$ cat src/rtl/ocm_ins_fetch.sv
// ocm_ins_fetch: CPU-side receiver for OCM instruction delivery; define OCM_SEQ_CHECK_EN for strict byte-order and undefined-opcode checks
module ocm_ins_fetch #(
    parameter int TIMEOUT = 8
) (
    input  logic       i_clk,
    input  logic       i_rst,
    input  logic       i_fetch,
    output logic       o_busy,
    input  logic       i_ocm_ready,
    output logic       o_ocm_start,
    input  logic       i_give_ins,
    input  logic [1:0] i_s_ins,
    input  logic [7:0] i_ins_byte,
    output logic [7:0] o_opcode,
    output logic [7:0] o_operand1,
    output logic [7:0] o_operand2,
    output logic [1:0] o_ins_len,
    output logic       o_ins_valid,
    output logic       o_error,
    output logic       o_timeout
);
    typedef enum logic [2:0] {S_IDLE, S_WAIT_RDY, S_REQ, S_COLLECT, S_DONE, S_ERR} state_t;
    state_t     r_state, w_next;
    logic [7:0] r_timer, r_count, w_count_inc;
    logic [7:0] r_opcode, r_operand1, r_operand2;
    logic [1:0] r_ins_len, w_dec_len, w_len;
    logic       r_error, r_timeout;
    logic       w_accept, w_strobe, w_bad_idx, w_seq_err, w_complete, w_expired;

    assign w_accept    = (r_state == S_IDLE) && i_fetch;
    assign w_strobe    = (r_state == S_COLLECT) && i_give_ins;
    assign w_bad_idx   = w_strobe && (i_s_ins == 2'd3);
    assign w_count_inc = r_count + 8'd1;
    assign w_len       = (w_strobe && i_s_ins == 2'd0) ? w_dec_len : r_ins_len;
    assign w_expired   = (r_state == S_COLLECT) && (r_timer <= 8'd1);
`ifdef OCM_SEQ_CHECK_EN
    assign w_seq_err   = w_strobe && (({6'd0, i_s_ins} != r_count) || (i_s_ins == 2'd0 && w_dec_len == 2'd0));
`else
    assign w_seq_err   = 1'b0;
`endif
    // a byte indexed beyond the decoded length can never finish the instruction
    assign w_complete  = w_strobe && !w_bad_idx && !w_seq_err && (w_len != 2'd0) &&
                         (i_s_ins < w_len) && (w_count_inc == {6'd0, w_len});

    assign o_opcode    = r_opcode;
    assign o_operand1  = r_operand1;
    assign o_operand2  = r_operand2;
    assign o_ins_len   = r_ins_len;
    assign o_error     = r_error;
    assign o_timeout   = r_timeout;

    // instruction length from the incoming opcode byte
    always_comb begin
        w_dec_len = (i_ins_byte == 8'h4A) ? 2'd3 :
                    (i_ins_byte == 8'h16 || (i_ins_byte >= 8'h41 && i_ins_byte <= 8'h46)) ? 2'd2 :
                    (i_ins_byte <= 8'h19 || (i_ins_byte >= 8'h40 && i_ins_byte <= 8'h4C) ||
                     i_ins_byte == 8'h80 || i_ins_byte == 8'h81) ? 2'd1 : 2'd0;
    end

    // next state and state-decoded outputs
    always_comb begin
        w_next      = r_state;
        o_busy      = (r_state != S_IDLE);
        o_ocm_start = (r_state == S_REQ);
        o_ins_valid = (r_state == S_DONE);
        case (r_state)
            S_IDLE:     w_next = i_fetch ? S_WAIT_RDY : S_IDLE;
            S_WAIT_RDY: w_next = i_ocm_ready ? S_REQ : S_WAIT_RDY;
            S_REQ:      w_next = S_COLLECT;
            S_COLLECT:  w_next = (w_bad_idx || w_seq_err) ? S_ERR :
                                 w_complete ? S_DONE : w_expired ? S_IDLE : S_COLLECT;
            default:    w_next = S_IDLE;
        endcase
    end

    // state register
    always_ff @(posedge i_clk) begin
        if (i_rst) r_state <= S_IDLE;
        else       r_state <= w_next;
    end

    // timer, byte capture, and sticky status flags
    always_ff @(posedge i_clk) begin
        if (i_rst) begin
            r_timer    <= 8'd0;
            r_count    <= 8'd0;
            r_opcode   <= 8'h00;
            r_operand1 <= 8'h00;
            r_operand2 <= 8'h00;
            r_ins_len  <= 2'd0;
            r_error    <= 1'b0;
            r_timeout  <= 1'b0;
        end else begin
            if (w_accept) begin
                r_error    <= 1'b0;
                r_timeout  <= 1'b0;
                r_count    <= 8'd0;
                r_operand1 <= 8'h00;
                r_operand2 <= 8'h00;
            end
            if (r_state == S_REQ)
                r_timer <= 8'(TIMEOUT);
            else if (r_state == S_COLLECT && r_timer != 8'd0)
                r_timer <= r_timer - 8'd1;
            if (w_strobe && !w_bad_idx) begin
                r_count <= w_count_inc;
                if (i_s_ins == 2'd0) begin
                    r_opcode  <= i_ins_byte;
                    r_ins_len <= w_dec_len;
                end
                if (i_s_ins == 2'd1) r_operand1 <= i_ins_byte;
                if (i_s_ins == 2'd2) r_operand2 <= i_ins_byte;
            end
            if (r_state == S_COLLECT && (w_bad_idx || w_seq_err)) r_error <= 1'b1;
            if (r_state == S_COLLECT && w_next == S_IDLE) r_timeout <= 1'b1;
        end
    end
endmodule

$ cat config.mk
export PLATFORM = sky130hd
export DESIGN_NAME = ocm_ins_fetch
export DESIGN_NICKNAME = d
export VERILOG_FILES = /design/src/rtl/ocm_ins_fetch.sv
export SDC_FILE = /design/constraint.sdc
export NUM_CORES = 1
export LEC_CHECK = 0
export CORE_MARGIN = 2
export CORE_UTILIZATION = 45
export DETAILED_ROUTE_END_ITERATION = 10
export PLACE_DENSITY = 0.8
export SLEW_MARGIN = 20
export SYNTH_ARGS = -nofsm -noshare
export SYNTH_HDL_FRONTEND = slang
export SYNTH_SLANG_ARGS = --single-unit
$ cat constraint.sdc
create_clock -name i_clk -period 3.7 [get_ports i_clk]
set_clock_uncertainty 0.15 [all_clocks]
set_input_delay 0.74 -clock i_clk [delete_from_list [all_inputs] [get_ports i_clk]]
set_output_delay 0.74 -clock i_clk [all_outputs]
set_load 0.01 [all_outputs]
# ---- Word level (Yosys, flattened, before mapping)
# Index checks and enable logic that the tools add are counted.
dict set report classes {
  div 0
  eq_ne 12
  magnitude_cmp 7
  n_mux 23
  addsub 2
  n_mul 0
  bitwise_logic 0
  reduce_logical 31
  shifts 0
}
# operator n
set ops {}
lappend ops {{two-way mux 8 bit} 8}
lappend ops {{== test 8 bit, second input constant} 2}
lappend ops {{>= comparator 8 x 7 -> 1 bit, second input constant} 2}
lappend ops {{less-or-equal comparator 8 x 7 -> 1 bit, second input constant} 2}
lappend ops {{logical AND 1 bit} 14}
lappend ops {{case mux 3 bit (4 select lines)} 1}
lappend ops {{two-way mux 2 bit} 5}
lappend ops {{nonzero test 2 bit} 5}
lappend ops {{adder 8 x 1 -> 8 bit, second input constant} 1}
lappend ops {{== test 8 x 2 -> 1 bit} 1}
lappend ops {{== test 8 x 5 -> 1 bit, second input constant} 1}
lappend ops {{== test 8 x 7 -> 1 bit, second input constant} 1}
lappend ops {{less-or-equal comparator 8 x 1 -> 1 bit, second input constant} 1}
lappend ops {{less-or-equal comparator 8 x 5 -> 1 bit, second input constant} 1}
lappend ops {{two-way mux 4 bit} 2}
lappend ops {{nonzero test 8 bit} 1}
lappend ops {{subtractor 8 x 1 -> 8 bit, second input constant} 1}
lappend ops {{== test 3 x 2 -> 1 bit, second input constant} 2}
lappend ops {{logical NOT 3 bit} 2}
lappend ops {{two-way mux 3 bit} 2}
lappend ops {{two-way mux 1 bit} 5}
lappend ops {{== test 2 bit, second input constant} 2}
lappend ops {{logical OR 1 bit} 4}
lappend ops {{== test 3 x 1 -> 1 bit, second input constant} 1}
lappend ops {{other kinds (8)} 8}
dict set report word_totals {
  regBits 47
  inputBits 15
  output_inout_bits 31
  latch_bits 0
  ram_bits 0
  rom_bits 0
  elab_cells 85
  mem_count 0
}

# ---- Depth between registers and ports, before layout
# Gate-level depths: netlist (run 1).
dict set report depth {
  ltp_word 19
  depth_mapped 11
  mapped_depth_nobuf 10
}

# ---- Worst setup path before layout (run 1)
# OpenSTA, ideal clock, no wires.
dict set report synth_path {
  kind {input-to-reg}
  startpoint {in i_ins_byte[2]}
  endpoint {reg r_state[1]}
  setup_slack_ns 0.151
  path_buffers 1
  setup_ns 0.138
  arrival_ns 3.262
  t_required_ns 3.412
  stages 11
  cell_sequence {buf_2 -> or4bb_1 -> o211ai_1 -> a211oi_1 -> or2_2 -> ha_1 -> a21o_1 -> a2111oi_0 -> nand4_1 -> a211oi_2 -> o32ai_1}
}
dict set report synth_via {
  elab_chain_cells 16
  elab_cells_between_ends 28
  classes_between {order compare (6); eq/ne (5); mux (7); reduce/logical (10)}
}
# item line_no
set synth_lines {}
lappend synth_lines {{start: declaration} 13} ;# input logic [7:0] i_ins_byte,
lappend synth_lines {{>= comparator 8 x 7 -> 1 bit / less-or-equal comparator 8 x 7 -> 1 bit (equally long branches)} 56} ;# (i_ins_byte <= 8'h19 || (i_ins_byte >= 8'h40 && i_ins_byte <= 8'h4C) ||
lappend synth_lines {{logical AND 1 bit} 56}
lappend synth_lines {{logical OR 1 bit (2 in a row)} 56}
lappend synth_lines {{logical OR 1 bit} 57} ;# i_ins_byte == 8'h80 || i_ins_byte == 8'h81) ? 2'd1 : 2'd0;
lappend synth_lines {{two-way mux 1 bit} 57}
lappend synth_lines {{two-way mux 2 bit} 55} ;# (i_ins_byte == 8'h16 || (i_ins_byte >= 8'h41 && i_ins_byte <= 8'h46)) ? 2'd2 :
lappend synth_lines {{two-way mux 2 bit (*)} 54} ;# w_dec_len = (i_ins_byte == 8'h4A) ? 2'd3 :
lappend synth_lines {{two-way mux 2 bit (*)} 34} ;# assign w_len = (w_strobe && i_s_ins == 2'd0) ? w_dec_len : r_ins_len;
lappend synth_lines {{branches (longest 3 deep; another with < comparator 2 bit)} n/a}
lappend synth_lines {{logical AND 1 bit (*)} 43} ;# (i_s_ins < w_len) && (w_count_inc == {6'd0, w_len});
lappend synth_lines {{two-way mux 3 bit (*)} 71} ;# w_complete ? S_DONE : w_expired ? S_IDLE : S_COLLECT;
lappend synth_lines {{two-way mux 3 bit (*)} 70} ;# S_COLLECT: w_next = (w_bad_idx || w_seq_err) ? S_ERR :
lappend synth_lines {{case mux 3 bit (4 select lines) (*)} 66} ;# case (r_state)
lappend synth_lines {{end signal: assignment} 79} ;# else r_state <= w_next;
lappend synth_lines {{end: declaration} 23} ;# state_t r_state, w_next;
# Mark *: on every way between the ends.
# A chain may end at the register's enable or synchronous reset.

# ---- Worst setup path after layout (run 1)
dict set report layout_path {
  startpoint {in i_ins_byte[6]}
  endpoint {reg r_state[0]}
}
# The elaborated chain is that of the path after synthesis.

==> results of run 1 <==
==> path summary, 6_finish.rpt <==
path | start | end | slack [ns]
worst max-delay path | i_ins_byte[6] | r_state[0] | 0.11
worst max register to register | r_state[0] | r_state[1] | 0.87
worst min-delay path | o_opcode[3] | o_opcode[3] | 0.31
worst min register to register | o_opcode[3] | o_opcode[3] | 0.31
==> synth_stat cells, drive strengths merged (5+ instances only) <==
library cell	instances
nand3b	7
a22oi	9
nor3	10
dfxtp	47
nand3	13
nand2	43
o21ai	8
buf	5
clkbuf	10
nor2	38
a21oi	36
xnor2	5
==> area by class of cell <==
cell class | instances | area, um^2
clock buffer | 5 | 68.82
clock inverter | 3 | 67.56
fill | 460 | 1926
inverter | 4 | 15.01
multi-input combinational | 231 | 1411
sequential | 47 | 940.9
tap | 70 | 87.58
timing repair buffer | 67 | 623.1
==> power breakdown <==
group / internal (W) / total [W] / switching, W
clock network: 0.000269 / 0.000449 / 0.000180
logic: 0.0000492 / 0.000111 / 0.0000621
registers: 0.000509 / 0.000514 / 0.00000474
==> sequential cells by signal (all words and copies together) (netlist names) <==
register / count
r_state: 3
o_error: 1
o_operand1: 8
r_count: 8
o_ins_len: 2
o_timeout: 1
r_timer: 8
o_opcode: 8
o_operand2: 8
==> critical path, stage by stage <==
cell,delay [ns]
clkdlybuf4s50_1,0.51
or4b_4,0.52
o211ai_1,0.28
a211oi_2,0.08
or2_4,0.25
ha_4,0.28
nor2b_2,0.05
and2_1,0.16
a221oi_2,0.25
a211oi_2,0.10
buf_4,0.16
o41ai_2,0.27
==> layer usage <==
metal	part of all wire [%]	global-route usage, %	vias up
met5	0	0	-
met4	1.4	6.786	0
met3	6.0	4.118	10
met2	48	35.70	75
met1	45	28.74	1123
li1	-	-	1176
==> metrics by stage <==
| step | TNS (ns) | hold slack (ns) | instance area, um^2 | std cells | total power, W |
|---|---|---|---|---|---|
| 6_report | 0 | 0.3087 | 3214 | 427 | 0.001074 |
| 5_1_grt | 0 | 0.3357 | 3214 | 427 | 0.001107 |
| 4_1_cts | 0 | 0.3152 | 3181 | 427 | 0.001075 |
| 3_5_place_dp | -1.440 | 0.3027 | 3032 | 419 | 0.0006310 |
| 3_3_place_gp | -1.120 | 0.2985 | 3032 | 419 | 0.0006301 |
| 2_1_floorplan | 0 | 0.3287 | 2399 | 297 | 0.0005808 |
==> what timing repair did <==
item,4_1_cts,5_1_grt
endpoints found under the setup margin,4,4
pin swaps,4,3
gates resized for setup,3,8
==> kinds of logic after synthesis <==
kind of cell / Yosys count
DFF: 47
buffers and inverters: 19
xor gates and xnor gates: 8
and+or+nand+nor: 141
adders and majority gates: 4
AOI/OAI and AO/OA: 78
==> results.txt, run 1 <==
The post-synthesis instance area is 2399 um^2. The antenna diode count is 0. Post-synth net total: 316. Summed over all layers, the global routing overflow is 0. The tools report the count of endpoints failing setup in the final report as 0.

In this run, post-CTS hold repair placed 0 buffers. The run finished with clean final reports. Synthesis produced a netlist whose cell count is 297. Along the worst hold path, the cell count comes to 2. Post-place setup slack: -0.3712 ns.

The clock passes through at most 2 buffers. The count of cell types in the netlist was 56; the total wire length was 6.251 mm. After clock tree synthesis, the clock-pin slew on the worst setup and hold paths is 0.09 ns. The tools report the violation count after the first detailed-routing iteration as 218. Based on the critical path, the design can be clocked at up to 278.9 MHz. The logs give 21.67% for the total routing resource utilization after global routing and 26 for the total number of placement rows.

In the layout the commonest cells are 47 x dfxtp_1, 43 x nand2_1, 42 x clkdlybuf4s50_1. The synthesized netlist devotes 30.15% of its cell area to simple gates. The power per unit of standard cell area was 334.2 nW/um^2. TritonCTS built the clock tree. Measured against its own limit, the worst slew margin works out to 59.14%. The portion of the clock cycle consumed by the worst path in the final layout was 96.91%; the via count of the first global-routing pass was 2220.

Number of buffer cells added on primary ports: 45. The worst endpoint required time is 3.76 ns, and the maximum net fanout on the critical path is 4. The endpoint arrival time on the critical path was 3.65 ns; the post-CTS repair timing setup buffer count was 0. The count of flip-flops with a built-in enable after synthesis came out at 0.

Sorting the synthesized cells by area gives the leading types as dfxtp_1 39%, a21oi_1 7.3%, nand2_1 6.7%. The tools report the initial antenna violation count as 0. The number of cells traversed by the worst register-to-register path is 11.

The initial cell density of the core came out at 46.67%. The tools report the post-DP HPWL as 4.394 mm. The H-tree was split into 2 levels.

The tools report the weighted congestion reported at the end of routability-driven placement as 0.8562. The sink count of the clock tree came out at 47. After synthesis, the share of cell area in mux cells is 0%.

The share of final-layout standard cells stronger than drive strength 1 was 14.01%. Setup repair after global routing left no endpoint under its margin. The first global-routing pass estimated 10.49 mm of wire.

Sequential cells were found to cover 39.23% of the synthesized design area. The logs give 5140 um^2 for the standard cell core area and 0 for the DRC violations left. After synthesis, the largest family of logic cells by area is simple AND/OR/NAND/NOR gates. In this run the mean area of a mapped cell was 8.076 um^2. The die extent in x came out at 77.01 um. STA classifies the critical path startpoint as a primary input. The leakage power of the design was 1.123 nW. Kind of capture point of the worst setup path: a flip-flop. Relative area change from synthesis to final layout: 34.01%. Summing the areas of all compound-gate instances in the mapped netlist gives 22.07% of the synthesized area. In this run the remaining antenna-violating nets after routing total 0. Across all setup checks in the final design, the least slack found is 0.1142 ns. The routed layout has 2384 vias.

For this run, the number of Yosys warnings is 0. For this run, the detailed router's first-pass iteration total came to 4. Entering global routing, the biggest net connects 23 pins. Leaving out fill and tap cells, the most frequent cell in the layout is dfxtp_1. The synthesized netlist devotes 2.087% of its cell area to adder and majority cells. The source-to-sink clock delay at the later pin of the worst-skew pair is 0.30 ns. After synthesis the netlist holds a flip-flop and latch count of 47. The worst setup path is of the primary input to flip-flop kind.

For this design the top-level I/O count stands at 46. The path class of the tightest hold or removal check is flip-flop to flip-flop. After Yosys synthesis, XOR and XNOR cells account for 2.921% of the synthesized area. The post-layout utilization of the core is 62.54%, and the transition time of the tightest slew-check pin is 0.6130 ns. For the hold violation count in the final report, the log shows 0. For the full die area, the log shows 5930 um^2. The die extent in y works out to 77.01 um.

The most used flip-flop cell after synthesis is dfxtp_1. The run gives 0 as the number of maximum-capacitance constraint violations. The worst-case IR drop observed on VDD is 0.2233 mV. Of all cell types, the one taking the most synthesized area is dfxtp_1.

For the number of nets in the layout, the log shows 375. The number of max-slew violations in the final report was 0; the time the final worst path needs with I/O delays and setup was 3.586 ns. Dividing the detail-routed via count by the number of cells gives 5.583. Of the post-synthesis cell area, the dominant cell type holds 39.23%.

TritonCTS created 5 clock buffers. Root cell of the clock tree: clkbuf_8. After synthesis, the share of flip-flops with an asynchronous set or reset is 0%.

Dividing the detail-routed wire length by the instance count gives 14.64 um.
Power figures use the tool's default switching activity.
==> run 2: changes to the inputs <==
CTS_BUF_LIST = sky130_fd_sc_hd__clkbuf_16   (was default)
==> run 2 against run 1 <==
Against the previous run: via count about the same; critical path type unchanged; total power rose by 12%; global-route usage increased by 0.80 points; highest routed layer unchanged; wire length increased by 2.9%; largest power group is now the clock network; register-to-register slack hardly changed.
==> results.txt, run 2 (synthesis results as in run 1) <==
The run gives 5 (+1) as the total iterations of the first detailed-routing run. The antenna diode count came out at 0 (unchanged). Endpoint arrival time on the critical path: 3.69 ns (+0.04 ns). By startpoint and endpoint, the worst setup path is classified as primary input to flip-flop.

Sum of overflow across all layers after global routing: 0 (unchanged). The worst endpoint required time came out at 3.74 ns (-0.02 ns). Post-route total power: 0.001208 W (+12%). The kind of capture point of the worst setup path is a flip-flop. The logs give 48.2% (+6.4 points) for the clock share of power and 427 (unchanged) for the final standard cell count with taps included and fillers excluded. The maximum number of buffers from clock root to sink is 2 (unchanged). The peak per-stage delay on the critical path came out at 0.52 ns (about the same). The total instance count after detailed placement is 419 (unchanged).

Highest-delay cell along the critical path: or4b_4. Total CTS buffers: 5 (unchanged). Worst hold-check path type: flip-flop to flip-flop.

The global-route wire length before repair is 10.81 mm (+3.0%). The post-place setup slack is -0.3712 ns (unchanged). The post-DP HPWL was 4.394 mm (unchanged). The flow ran to the end, and the final reports show no timing, DRC or antenna violations. The run gives 58.67% (-0.46 points) as the max-slew headroom at the worst pin. The time the final worst path needs with I/O delays and setup was 3.647 ns (+0.06165 ns); the die extent in x was 77.01 um (unchanged). The portion of the clock cycle consumed by the worst path in the final layout came out at 98.58% (+1.7 points). The post-detailed-route wirelength per cell was 15.07 um (+2.9%); the number of buffer cells added on primary ports was 45 (unchanged). TritonCTS built the clock tree. Most common cell after layout, fill and taps aside: dfxtp_1.

For the total number of placement rows, the log shows 26 (unchanged). In this run the clock root is driven by a clkbuf_16. The worst hold margin came out at 0.3053 ns (-0.003424 ns). Leaving out fill and tap cells, the most frequent cells in the layout are 47 x dfxtp_1, 44 x clkdlybuf4s50_1, 43 x nand2_1. The fill cell total of the finished layout was 451 (-2.0%).

The maximum net fanout on the critical path is 4 (unchanged). The number of max-slew violations in the final report came out at 0 (unchanged). The count of endpoints failing setup in the final report came out at 0 (unchanged). The via count of the first global-routing pass is 2243 (+1.0%), and the total routing resource utilization after global routing is 22.47% (+0.80 points). The full die area was 5930 um^2 (unchanged); the net switching fraction of the power was 21.69% (-1.3 points). The sequential fraction of design power is 42.6% (-5.2 points), and the relative area change from synthesis to final layout is 36.15%. STA classifies the critical path startpoint as a primary input.

The initial antenna violation count was 0 (unchanged); the DRC violations left was 0 (unchanged). The power per unit of standard cell area was 369.9 nW/um^2 (+11%). The relative contribution of combinational cells to total power is 9.2% (-1.2 points). The die extent in y came out at 77.01 um (unchanged).

The initial cell density of the core came out at 46.67% (unchanged). The signal on the critical path passes through clkdlybuf4s50_1 > or4b_4 > o211ai_1 > a211oi_2 > or2_4 > ha_4 > nor2b_2 > and2_1 > a221oi_2 > a211oi_2 > buf_4 > o41ai_2. The number of maximum-capacitance constraint violations was 0 (unchanged); the violation count after the first detailed-routing iteration was 234 (+7.3%). The hold violation count in the final report came out at 0 (unchanged). The weighted congestion reported at the end of routability-driven placement came out at 0.8562 (unchanged). The clock transition time at the flip-flop clock pins of the worst setup and hold paths is 0.07 ns (-0.02 ns), and the cell-internal power is 0.0009460 W (+14%). The post-CTS repair timing setup buffer count is 0 (unchanged), and the leakage power of the design is 1.131 nW (+0.68%). The tools report the number of routed nets with antenna violations as 0 (unchanged). The standard cell core area is 5140 um^2 (unchanged). The I/O pin count is 46 (unchanged), and the total net switching power is 0.0002620 W (+6.3%). The tools report the total wire length as 6.435 mm (+2.9%). The transition time of the tightest slew-check pin is 0.6199 ns (+0.006935 ns), and the detailed-route via count is 2386 (+0.084%).

The share of final-layout standard cells stronger than drive strength 1 was 14.01% (unchanged); the sink count of the clock tree was 47 (unchanged). The logs give 0.3251 mV (+46%) for the maximum resistive drop on vdd and 375 (unchanged) for the number of nets in the layout. The run gives 2 (unchanged) as the total number of H-tree levels. The average vias per placed instance is 5.588 (about the same), and the pin count of the biggest net entering global routing is 23 (unchanged). The number of buffers added to fix hold violations after cts is 0 (unchanged).

The most numerous cell type found on the critical path is a211oi_2. The tools report the source-to-sink clock delay at the later pin of the worst-skew pair as 0.29 ns (about the same). The minimum setup slack in the final design is 0.05258 ns (-0.06165 ns).

The upper clock frequency limit came out at 274.2 MHz (-1.7%).
==> run 2: cell count changes in the layout (fill, tap and decap cells not counted) <==
cell and delta:
clkdlybuf4s50_1 +2, clkbuf_8 -5, clkbuf_16 +5, dlymetal6s2s_1 -2
==> run 2: power groups by stage <==
stage               Sequential [W]  Clock [W]  Combinational, W
global route              0.000515   0.000610          0.000119
global placement          0.000526          0          0.000105
floorplan                 0.000525          0         0.0000556
detailed placement        0.000526          0          0.000105
CTS                       0.000514   0.000590          0.000109
finish                    0.000514   0.000582          0.000111
==> run 2: layout make-up <==
cell class | instances | area, um^2 | area share [%]
timing repair buffer | 67 | 618.1 | 18.93
clock buffer | 5 | 125.1 | 3.831
sequential | 47 | 940.9 | 28.81
clock inverter | 3 | 67.56 | 2.069
tap | 70 | 87.58 | 2.682
inverter | 4 | 15.01 | 0.4598
multi-input combinational | 231 | 1411 | 43.22
==> run 2: path summary, 6_finish.rpt <==
kind | startpoint | end | slack, ns | cells after the start
worst max register to register | r_state[0] | r_state[1] | 0.87 | 11
worst min register to register | o_opcode[3] | o_opcode[3] | 0.31 | 2
worst min-delay path | o_opcode[3] | o_opcode[3] | 0.31 | 2
worst max-delay path | i_ins_byte[6] | r_state[0] | 0.05 | 12
==> run 2: critical path, delay by kind of cell <==
| kind | cells | cell delay [ns] |
|---|---|---|
| buffers and inverters | 2 | 0.67 |
| and+or+nand+nor | 4 | 1.01 |
| adders and majority gates | 1 | 0.28 |
| AOI/OAI and AO/OA | 5 | 0.99 |
==> run 2: what timing repair did <==
| item | 4_1_cts | 5_1_grt |
|---|---|---|
| resized for setup | 7 | 2 |
| pin swaps | 5 | 3 |
| endpoints found under the setup margin | 4 | 1 |
==> run 2: stage by stage <==
stage / instance area (um^2) / util, % / setup TNS, ns
floorplan: 2399 / - / 0
global placement: 3032 / 58.98 / -1.120
detailed placement: 3032 / 58.98 / -1.440
CTS: 3259 / 63.41 / 0
global route: 3266 / 63.53 / -0.002235
finish: 3266 / 63.53 / 0
==> run 2: routing by layer <==
layer | vias up | GRT usage, % | part of all wire (%)
li1 | 1176 | - | -
met5 | - | 0 | 0
met2 | 74 | 37.72 | 49
met3 | 5 | 4.588 | 6.5
met1 | 1131 | 29.40 | 43
met4 | 0 | 6.071 | 0.81
==> run 3: changes to the inputs <==
CORE_ASPECT_RATIO = 1.1   (was default)
==> run 3 against run 2 <==
Against the previous run: final area is 2.1% lower; non-clock buffer count fell by 3; critical endpoint unchanged; clock power shrank 20%; highest routed layer unchanged; largest cell class unchanged; flip-flop and latch count unchanged.
==> results.txt, run 3 (synthesis results as in run 1) <==
Root cell of the clock tree: clkbuf_16. The run gives 3.74 ns (about the same) as the worst endpoint required time. The number of maximum-capacitance constraint violations is 0 (unchanged), and the final standard cell count with taps included and fillers excluded is 412 (-3.5%). The count of endpoints failing setup in the final report came out at 0 (unchanged). The run gives 0.3112 ns (+0.005940 ns) as the worst hold margin. The tools report the antenna diode count as 0 (unchanged). The run gives 2 (unchanged) as the maximum number of buffers from clock root to sink. The worst setup path is of the primary input to flip-flop kind.

The DRC violations left was 0 (unchanged). The number of buffer cells added on primary ports came out at 45 (unchanged). Setup repair after global routing left no endpoint under its margin.

The post-route total power was 0.001086 W (-10%). The max-slew headroom at the worst pin was 39.53% (-19 points). The logs give 5931 um^2 (about the same) for the full die area and 172 (-26%) for the violation count after the first detailed-routing iteration. The detailed-route via count is 2315 (-3.0%).

In the layout the commonest cells are 47 x dfxtp_1, 43 x nand2_1, 42 x clkdlybuf4s50_1. For the sink count of the clock tree, the log shows 47 (unchanged). The run gives 0.8762 (+2.3%) as the weighted congestion reported at the end of routability-driven placement. The buffering stage count on the worst path with inverters included was 2 (unchanged); the number of max-slew violations in the final report was 0 (unchanged). The clock transition time at the flip-flop clock pins of the worst setup and hold paths works out to 0.07 ns (about the same). The total CTS buffers was 5 (unchanged). The die extent in y was 80.57 um (+4.6%); the I/O pin count was 46 (unchanged).

The number of routed nets with antenna violations was 0 (unchanged). The tools report the standard cell core area as 5067 um^2 (-1.4%). Portion of the clock cycle consumed by the worst path in the final layout: 95.80% (-2.8 points). The maximum net fanout on the critical path works out to 4 (unchanged). The total routing resource utilization after global routing is 21.01% (-1.5 points), and the time the final worst path needs with I/O delays and setup is 3.545 ns (-0.1026 ns). The flow ran to the end, and the final reports show no timing, DRC or antenna violations. The tools report the kind of capture point of the worst setup path as a flip-flop. Worst hold-check path type: flip-flop to flip-flop.

The critical path goes through clkdlybuf4s50_1 > or4bb_4 > o211ai_1 > a211oi_2 > or2_4 > ha_4 > nor2b_2 > and2_1 > a221oi_2 > a211oi_2 > buf_4 > o41ai_2. The total wire length is 6.080 mm (-5.5%), and the relative area change from synthesis to final layout is 33.33%. The run gives 27 (+17%) as the pin count of the biggest net entering global routing. The total number of H-tree levels is 2 (unchanged). On the critical path, the stage with the largest delay is an instance of or4bb_4. The post-detailed-route wirelength per cell is 14.76 um (-2.1%).

The source-to-sink clock delay at the later pin of the worst-skew pair is 0.29 ns (about the same), and the final cell area excluding filler cells is 3198 um^2 (-2.1%). Peak per-stage delay on the critical path: 0.53 ns (about the same). The average vias per placed instance is 5.619 (+0.56%), and the share of final-layout standard cells stronger than drive strength 1 is 13.28% (-0.73 points). The hold violation count in the final report was 0 (unchanged); the leakage power of the design was 1.116 nW (-1.4%). The most numerous cell type found on the critical path is a211oi_2. The total iterations of the first detailed-routing run was 4 (-1); the post-DP HPWL was 4.393 mm (about the same). The global-route wire length before repair was 9.811 mm (-9.2%). Category of cells accounting for the largest share of critical-path delay: simple AND/OR/NAND/NOR gates. The run gives 27 (+3.8%) as the total number of placement rows. The logs give 0.2679 mV (-18%) for the maximum resistive drop on vdd and 63.11% (-0.42 points) for the post-layout utilization of the core. The upper clock frequency limit is 282.1 MHz (+2.9%), and the sum of overflow across all layers after global routing is 0 (unchanged). The number of nets in the layout came out at 372 (-0.80%). Leaving out fill and tap cells, the most frequent cell in the layout is dfxtp_1. The initial antenna violation count is 0 (unchanged). For the endpoint arrival time on the critical path, the log shows 3.59 ns (-0.10 ns).

The die extent in x is 73.61 um (-4.4%), and the transition time of the tightest slew-check pin is 0.9002 ns (+0.2803 ns). The run gives 47.33% (+0.67 points) as the initial cell density of the core. The tools report the area of placed instances as 2987 um^2 (-1.5%). The total instance count after detailed placement was 403 (-3.8%). The critical path launch point type is a primary input. The via count of the first global-routing pass was 2065 (-7.9%). TritonCTS built the clock tree.

Power per unit of standard cell area: 339.6 nW/um^2 (-8.2%).
## run 3: cell types whose count changed in the layout (fill, tap and decap cells not counted)
cell	before	now
nor3_4	1	0
nor3_2	1	2
buf_4	22	19
a2111oi_4	0	1
a2111oi_2	1	0
clkinv_4	0	1
clkinvlp_4	1	0
dlymetal6s2s_1	1	3
clkdlybuf4s50_1	44	42
inv_6	0	2
bufinv_16	2	0
## run 3: worst reg2reg max path, stage by stage, from the launching register on
cell and delay, ns:
dfxtp_1 0.44, and4b_1 0.38, o211ai_1 0.18, a211oi_2 0.22, or2_4 0.18, ha_4 0.20
a21o_1 0.18, a2111oi_4 0.19, nand4_1 0.15, a211oi_2 0.23, buf_4 0.17, o32ai_1 0.07
## run 3: power breakdown
| part | internal [W] | leakage (nW) | switching, W |
|---|---|---|---|
| registers | 0.000509 | 0.379 | 0.00000483 |
| clock network | 0.000257 | 0.0748 | 0.000208 |
| logic | 0.0000477 | 0.662 | 0.0000597 |
| total | 0.000814 | 1.12 | 0.000272 |
## run 3: final timing paths
kind / slack (ns) / depth (start not counted) / from / endpoint
setup / recovery: 0.16 / 12 / i_ins_byte[3] / r_state[0]
hold / removal: 0.31 / 2 / o_opcode[4] / o_opcode[4]
setup reg to reg: 0.82 / 11 / r_state[1] / r_state[1]
hold reg to reg: 0.31 / 2 / o_opcode[4] / o_opcode[4]
## run 3: area by class of cell
class                      count  area, um^2
clock buffer                   5       125.1
tap                           58       72.57
timing repair buffer          64       600.6
clock inverter                 3       26.28
multi-input combinational    231        1418
sequential                    47       940.9
fill                         418        1869
inverter                       4       15.01
## run 3: repair_timing
item	CTS	global route
pin swaps	4	5
hold buffers	0	0
endpoints found under the setup margin	4	4
resized for setup	3	8
setup buffers	1	0
## run 3: per-layer routing
metal	global-route usage, %	wire length (um)
met2	33.21	2944
met1	29.41	2776
met5	0	0
met3	3.137	307
met4	6.000	52
## run 3: stage by stage
stage | setup WS, ns | TNS, ns
floorplan | 0.1508 | 0
finish | 0.1552 | 0
CTS | 0.007035 | 0
global route | 0.01071 | 0
global placement | -0.3248 | -1.213
detailed placement | -0.4323 | -1.654
